File: config.mk
export PLATFORM = sky130hd
export DESIGN_NAME = forwarding_hazard_unit
export DESIGN_NICKNAME = d
export VERILOG_FILES = /design/src/rtl/forwarding_hazard_unit.sv
export SDC_FILE = /design/constraint.sdc
export NUM_CORES = 1
export LEC_CHECK = 0
export ABC_AREA = 1
export BUFFER_PORTS_ARGS = -buffer_cell sky130_fd_sc_hd__buf_4
export CAP_MARGIN = 20
export CORE_ASPECT_RATIO = 0.6
export CORE_MARGIN = 3
export CORE_UTILIZATION = 35
export CTS_BUF_LIST = sky130_fd_sc_hd__clkbuf_8
export DETAILED_ROUTE_END_ITERATION = 16
export HOLD_SLACK_MARGIN = 0.12
export PLACE_DENSITY = 0.63
export SYNTH_ARGS = -nofsm -noshare
export SYNTH_HDL_FRONTEND = slang
export SYNTH_SLANG_ARGS = --single-unit
File: constraint.sdc
create_clock -name clk -period 3.6 [get_ports clk]
set_clock_uncertainty 0.05 [all_clocks]
set_input_delay 0.18 -clock clk [delete_from_list [all_inputs] [get_ports clk]]
set_output_delay 0.18 -clock clk [all_outputs]
set_load 0.1 [all_outputs]
File: src/rtl/forwarding_hazard_unit.sv
// Forwarding and load-use hazard unit for an in-order 5-stage pipeline.
// Keeps shadow copies of the ID/EX, EX/MEM and MEM/WB register-usage fields
// and derives the EX operand mux selects, the ID write-through bypass and
// the load-use stall from them.
//
// Ports
//   clk, reset_n    : clock, asynchronous active-low reset
//   id_valid        : ID slot holds a real instruction
//   id_rs, id_use   : ID source addresses (source k at [k*REG_AW +: REG_AW]) and read flags
//   id_rd           : ID destination address
//   id_regwrite     : ID instruction writes id_rd
//   id_memread      : ID instruction is a load
//   flush           : squash the ID instruction
//   ext_stall       : freeze the whole pipeline
//   forward_sel     : EX mux select per source (00 regfile, 10 EX/MEM, 01 MEM/WB), combinational
//   wb_bypass       : ID source k takes WB write data, combinational
//   stall           : load-use stall, combinational
//   stall_count     : saturating count of stall cycles, registered
module forwarding_hazard_unit #(
   parameter int unsigned REG_AW  = 5,
   parameter int unsigned NUM_SRC = 2,
   parameter int unsigned CNT_W   = 16
) (
   input  logic                      clk,
   input  logic                      reset_n,
   input  logic                      id_valid,
   input  logic [NUM_SRC*REG_AW-1:0] id_rs,
   input  logic [NUM_SRC-1:0]        id_use,
   input  logic [REG_AW-1:0]         id_rd,
   input  logic                      id_regwrite,
   input  logic                      id_memread,
   input  logic                      flush,
   input  logic                      ext_stall,
   output logic [2*NUM_SRC-1:0]      forward_sel,
   output logic [NUM_SRC-1:0]        wb_bypass,
   output logic                      stall,
   output logic [CNT_W-1:0]          stall_count
);

   localparam int unsigned    RS_W    = NUM_SRC * REG_AW;
   localparam logic [CNT_W-1:0] CNT_MAX = '1;

   logic [RS_W-1:0]    idex_rs_q, idex_rs_d;
   logic [NUM_SRC-1:0] idex_use_q, idex_use_d;
   logic [REG_AW-1:0]  idex_rd_q, idex_rd_d;
   logic               idex_regwrite_q, idex_regwrite_d;
   logic               idex_memread_q, idex_memread_d;
   logic [REG_AW-1:0]  exmem_rd_q, exmem_rd_d;
   logic               exmem_regwrite_q, exmem_regwrite_d;
   logic               exmem_memread_q, exmem_memread_d;
   logic [REG_AW-1:0]  memwb_rd_q, memwb_rd_d;
   logic               memwb_regwrite_q, memwb_regwrite_d;
   logic [CNT_W-1:0]   stall_count_q, stall_count_d;
   logic               load_use;

   // EX/MEM load flag is tracked for completeness; nothing downstream reads it.
   logic unused_exmem_memread;
   assign unused_exmem_memread = exmem_memread_q;

   // Hazard detection: forwarding selects, write-through bypass, load-use stall.
   always_comb begin
      forward_sel = '0;
      wb_bypass   = '0;
      load_use    = 1'b0;
      for (int unsigned k = 0; k < NUM_SRC; k++) begin
         // Nearer producer (EX/MEM) wins over the older one (MEM/WB).
         if (idex_use_q[k] && exmem_regwrite_q && (exmem_rd_q != '0) &&
             (exmem_rd_q == idex_rs_q[k*REG_AW +: REG_AW]))
            forward_sel[2*k +: 2] = 2'b10;
         else if (idex_use_q[k] && memwb_regwrite_q && (memwb_rd_q != '0) &&
                  (memwb_rd_q == idex_rs_q[k*REG_AW +: REG_AW]))
            forward_sel[2*k +: 2] = 2'b01;

         if (id_valid && id_use[k] && memwb_regwrite_q && (memwb_rd_q != '0) &&
             (memwb_rd_q == id_rs[k*REG_AW +: REG_AW]))
            wb_bypass[k] = 1'b1;

         if (id_use[k] && (id_rs[k*REG_AW +: REG_AW] == idex_rd_q))
            load_use = 1'b1;
      end
      // Flush wins over a coincident load-use hazard.
      stall = id_valid && !flush && idex_memread_q && (idex_rd_q != '0) && load_use;
   end

   // Shadow pipeline advance and stall statistics.
   always_comb begin
      idex_rs_d        = idex_rs_q;
      idex_use_d       = idex_use_q;
      idex_rd_d        = idex_rd_q;
      idex_regwrite_d  = idex_regwrite_q;
      idex_memread_d   = idex_memread_q;
      exmem_rd_d       = exmem_rd_q;
      exmem_regwrite_d = exmem_regwrite_q;
      exmem_memread_d  = exmem_memread_q;
      memwb_rd_d       = memwb_rd_q;
      memwb_regwrite_d = memwb_regwrite_q;
      stall_count_d    = stall_count_q;
      if (!ext_stall) begin
         memwb_rd_d       = exmem_rd_q;
         memwb_regwrite_d = exmem_regwrite_q;
         exmem_rd_d       = idex_rd_q;
         exmem_regwrite_d = idex_regwrite_q;
         exmem_memread_d  = idex_memread_q;
         if (flush || stall || !id_valid) begin
            idex_rs_d       = '0;
            idex_use_d      = '0;
            idex_rd_d       = '0;
            idex_regwrite_d = 1'b0;
            idex_memread_d  = 1'b0;
         end else begin
            idex_rs_d       = id_rs;
            idex_use_d      = id_use;
            idex_rd_d       = id_rd;
            idex_regwrite_d = id_regwrite;
            idex_memread_d  = id_memread;
         end
         if (stall && (stall_count_q != CNT_MAX))
            stall_count_d = stall_count_q + CNT_W'(1);
      end
   end

   // State registers; reset clears every stage to a bubble.
   always_ff @(posedge clk or negedge reset_n) begin
      if (!reset_n) begin
         idex_rs_q        <= '0;
         idex_use_q       <= '0;
         idex_rd_q        <= '0;
         idex_regwrite_q  <= 1'b0;
         idex_memread_q   <= 1'b0;
         exmem_rd_q       <= '0;
         exmem_regwrite_q <= 1'b0;
         exmem_memread_q  <= 1'b0;
         memwb_rd_q       <= '0;
         memwb_regwrite_q <= 1'b0;
         stall_count_q    <= '0;
      end else begin
         idex_rs_q        <= idex_rs_d;
         idex_use_q       <= idex_use_d;
         idex_rd_q        <= idex_rd_d;
         idex_regwrite_q  <= idex_regwrite_d;
         idex_memread_q   <= idex_memread_d;
         exmem_rd_q       <= exmem_rd_d;
         exmem_regwrite_q <= exmem_regwrite_d;
         exmem_memread_q  <= exmem_memread_d;
         memwb_rd_q       <= memwb_rd_d;
         memwb_regwrite_q <= memwb_regwrite_d;
         stall_count_q    <= stall_count_d;
      end
   end

   assign stall_count = stall_count_q;

endmodule

Yosys cells after proc, flatten, opt, wreduce, memory -nomap -nowiden
Cells that the tools add are included.
- bits in registers: 47
- bits of input ports: 24
- output and inout port bits: 23
- logic and storage cells: 69
- add/subtract/negate cells: 1
- equality and inequality tests: 9
- multiplexer cells: 13
- bitwise logic cells: 1
- reductions and logical operators: 35
- operators by type and width (operator ; number):
    $eq A5 B5 Y1 ; 8
    $logic_and A1 B1 Y1 ; 27
    $add A16 B1 Y16 const B ; 1
    $ne A16 B16 Y1 const B ; 1
    $reduce_bool A5 Y1 ; 3
    $mux W10 ; 1
    $mux W1 ; 8
    $mux W2 ; 3
    $mux W5 ; 1
    $logic_not A1 Y1 ; 2
    $logic_or A1 B1 Y1 ; 2
    $reduce_and A2 Y1 ; 1
    $not A1 Y1 ; 1

Logic depth before layout (Yosys ltp)
- depth after elaboration: 8
- mapped depth: 10
- gate-level depth less buffers: 9

Least setup slack after synthesis
OpenSTA, ideal clock, no wires.
- path kind: reg-to-output
- start: register memwb_rd_q[0]
- end: output port wb_bypass[0]
- arrival time: 3.724 ns
- setup slack: -0.354 ns
- stages on the path, launching flop included: 8
- path buffers: 1
- cell sequence: dfrtp_1 clkbuf_1 inv_1 nand2_1 nor2_1 nand3_1 nand4_1 nor4_1
- longest elaborated chain between the ends: 4
- RTL lines (item ; line ; source):
    from (decl) ; 51 ; logic [REG_AW-1:0] memwb_rd_q, memwb_rd_d;
    from (signal assigned) ; 145 ; memwb_rd_q <= memwb_rd_d;
    $reduce_bool A5 Y1 ; 74 ; if (id_valid && id_use[k] && memwb_regwrite_q && (memwb_rd_q != '0) &&
    $logic_and A1 B1 Y1 ; 74 ;
    $logic_and A1 B1 Y1 * ; 74 ;
    $mux W1 * ; 74 ;
    to (decl) ; 35 ; output logic [NUM_SRC-1:0] wb_bypass,
Mark *: on every way between the ends. The rest lies on a longest branch, timed or not.

Final worst setup path
- start: register idex_rd_q[1]
- end: output port stall
- longest elaborated chain between the ends: 5
- RTL lines (item ; line ; source):
    from (decl) ; 45 ; logic [REG_AW-1:0] idex_rd_q, idex_rd_d;
    from (signal assigned) ; 139 ; idex_rd_q <= idex_rd_d;
    $eq A5 B5 Y1 ; 78 ; if (id_use[k] && (id_rs[k*REG_AW +: REG_AW] == idex_rd_q))
    $logic_and A1 B1 Y1 ; 78 ;
    $mux W1 (2 in series) ; 78 ;
    $logic_and A1 B1 Y1 * ; 82 ; stall = id_valid && !flush && idex_memread_q && (idex_rd_q != '0) && load_use;
    to (decl) ; 36 ; output logic stall,
Marks and branches as above.

==> results.py <==
metrics = {
    "status": {
        "status": "finished, final reports clean",
    },
    "worst_setup_path": {
        "critPathCaptureType": "output port",
        "r2r_cells": 9,
        "cp-start-kind": "flip-flop",
        "critPathCapture": "stall",
        "crit_type": "reg -> out",
        "required_ps": 3370,
        "r2r_slack_ps": 1570,
        "timing.rr.end": "idex_rs_q[2]",
        "r2r_start": "idex_rd_q[1]",
        "critPathMaxStageDelay_ps": 460,
        "startpoint": "idex_rd_q[1]",
        "cp_cell_sequence": "inv_2 > nand2_1 > nand2_1 > nor2_1 > nand3_1 > nand2_4 > nand2_1 > inv_1 > buf_4",
        "cpMaxStageDelayCell": "nand2_1",
        "arrival_ps": 2250,
        "cpMostUsedCell": "nand2_1",
        "cp_max_fo": 20,
    },
    "finish": {
        "antennaDiodeCount": 0,
        "area.growth.synth_to_final_pct": 17.4,
        "layout_common_cells": "nand2_1 (159), dfrtp_1 (47), buf_4 (47)",
        "final_common_cell": "nand2_1",
        "fin_nets": 513,
        "drive_above_1_share": 0.188,
    },
    "floorplanning": {
        "die_area_um2": 10200,
        "dieHeight_um": 79.3,
        "num_rows": 26,
        "start_util": 0.365,
        "io_pins": 47,
        "die_width_um": 128,
        "core_area_um2": 8590,
    },
    "route": {
        "first_pass_iters": 5,
        "route.detailed.drc": 0,
        "first_iter_violations": 405,
        "wl_um": 8710,
        "vias_per_cell": 5.08,
        "final_antenna_net_count": 0,
        "wl_per_cell_um": 14.5,
        "num_vias": 3054,
    },
    "power": {
        "finalPower_mw": 1.18,
        "p_clk_frac": 0.357,
        "p_leak_nw": 1.87,
        "power_frac_comb": 0.148,
        "powerDensity_nw_per_um2": 321,
        "sequentialPowerShare": 0.495,
        "peakVddDrop_mv": 0.242,
        "p_sw_uw": 337,
        "power_report.internal_total_uw": 843,
        "switching_share": 0.286,
    },
    "sta": {
        "fin_crit_sh": 0.688,
        "fmax_ghz": 0.404,
        "finalHoldViolCount": 0,
        "rsz0062_at_grt": "no",
        "tightest_slew_ps": 656,
        "setup_violations": 0,
        "setup_slack_ps": 1120,
        "slew_headroom": 0.561,
        "layout_min_cycle_time_ps": 2480,
        "maxSlewViolCount": 0,
        "hold-worst-slack_ps": 149,
        "tns_ps": 0,
    },
    "synth": {
        "ys_types": 32,
        "synthCells": 450,
        "syn_nets": 475,
        "synth_area_per_cell_um2": 6.96,
        "synthesis.area_um2": 3130,
        "yosys_warnings": 0,
        "ys_seq_elements": 47,
        "ys_seq_area_frac": 0.376,
    },
    "clock_tree": {
        "numCtsBuffers": 5,
        "hold_buffers": 1,
        "clkTransAtPathRegs_ps": 90,
        "cts_buffer_depth": 2,
        "cts_resized": 0,
        "insertion_delay_ps": 310,
        "cts_setup_buffers": 0,
        "htreeDepth": 2,
        "cts-root-buf": "clkbuf_8",
        "cts_tree": "built",
        "clock_sinks": 47,
    },
    "grt": {
        "grt.overflow.total": 0,
        "first_global_vias": 2814,
        "antenna_found_initial": 0,
        "grt_pass1_wl_um": 14400,
        "grt_max_degree": 52,
        "grt_use_total": 0.178,
    },
    "flow_run": {
        "max_cap_violations": 0,
    },
    "place": {
        "place_ws_ps": 1470,
        "gp_congestion": 0.937,
        "io_buffers": 46,
        "hpwl_um": 6550,
    },
    "worst_hold_path": {
        "hold_path.startpoint": "id_memread",
        "holdCritPathClass": "in -> reg",
        "holdPathStages": 4,
    },
}
-- flip-flops by register name (all words and copies together) (netlist names) --
register          count
memwb_regwrite_q      1
idex_regwrite_q       1
exmem_rd_q            5
idex_rs_q            10
idex_rd_q             5
memwb_rd_q            5
idex_use_q            2
exmem_regwrite_q      1
stall_count          16
idex_memread_q        1
-- cell usage after synthesis --
cell | count | area (µm²)
a211oi_1 | 1 | 7.51
a21oi_1 | 6 | 30.0
buf_12 | 1 | 20.0
buf_2 | 5 | 25.0
clkbuf_1 | 11 | 41.3
dfrtp_1 | 47 | 1180
ha_1 | 1 | 12.5
inv_1 | 38 | 143
inv_2 | 5 | 18.8
inv_4 | 2 | 12.5
nand2_1 | 159 | 597
nand2_2 | 21 | 131
nand2_4 | 1 | 11.3
nand3_1 | 22 | 110
nand3_4 | 2 | 35.0
nand3b_1 | 10 | 75.1
nand4_1 | 31 | 194
nand4_2 | 1 | 12.5
nor2_1 | 41 | 154
nor2_2 | 1 | 6.26
nor2_4 | 2 | 22.5
nor3_1 | 1 | 5.00
nor4_1 | 1 | 6.26
o2111ai_1 | 2 | 17.5
o211a_1 | 2 | 20.0
o211ai_1 | 1 | 7.51
o21ai_0 | 13 | 65.1
o21ai_1 | 1 | 5.00
o22ai_1 | 5 | 31.3
or2_2 | 1 | 6.26
xnor2_1 | 5 | 43.8
xor2_1 | 10 | 87.6
-- metrics by stage --
stage	cells	util	instance area (µm²)
floorplan	450	-	3140
global placement	592	0.413	3540
detailed placement	592	0.413	3540
CTS	601	0.428	3670
global route	601	0.428	3670
finish	601	0.428	3670
-- kinds of logic (layout without fill, tap and decap cells) --
family	count (synthesis)	after routing	synth area share
simple gates	294	294	0.436
buf+inv	62	101	0.0831
flops	47	47	0.376
compound gates	31	31	0.0588
xor+xnor	15	15	0.0420
fa+ha+maj	1	1	0.00400
-- worst min path at each step --
stage	to	slack [ps]
2_1_floorplan	exmem_rd_q[0]	-170
3_3_place_gp	stall_count[5]	190
3_5_place_dp	stall_count[4]	190
4_1_cts	idex_memread_q	130
5_1_grt	idex_rd_q[0]	150
6_report	idex_memread_q	150
-- critical path, delay by kind of cell, from the launching register on --
kind	cells	cell delay, ps
and+or+nand+nor	6	1010
buffers and inverters	3	510
DFF	1	430
-- area by class of cell --
cell class                 count  area [µm²]
inverter                      45         174
clock buffer                   6        82.6
multi-input combinational    341        1700
timing repair buffer          48         363
tap                          112         140
clock inverter                 2        38.8
fill                         891        4910
sequential                    47        1180
-- routing by layer --
| layer | wire [µm] | track usage | vias up | part of all wire |
|---|---|---|---|---|
| li1 | - | - | 1528 | - |
| met1 | 4630 | 0.290 | 1398 | 0.53 |
| met2 | 3370 | 0.233 | 117 | 0.39 |
| met3 | 631 | 0.0370 | 11 | 0.072 |
| met4 | 75 | 0.0381 | 0 | 0.0086 |
| met5 | 0 | 0 | - | 0 |
-- power by group through the flow --
stage	combinational (mW)	clock, mW	sequential [mW]
2_1_floorplan	0.113	0	0.580
3_3_place_gp	0.172	0	0.593
3_5_place_dp	0.173	0	0.594
4_1_cts	0.174	0.432	0.583
5_1_grt	0.198	0.453	0.587
6_report	0.175	0.421	0.584
Power figures use the tool's default switching activity.
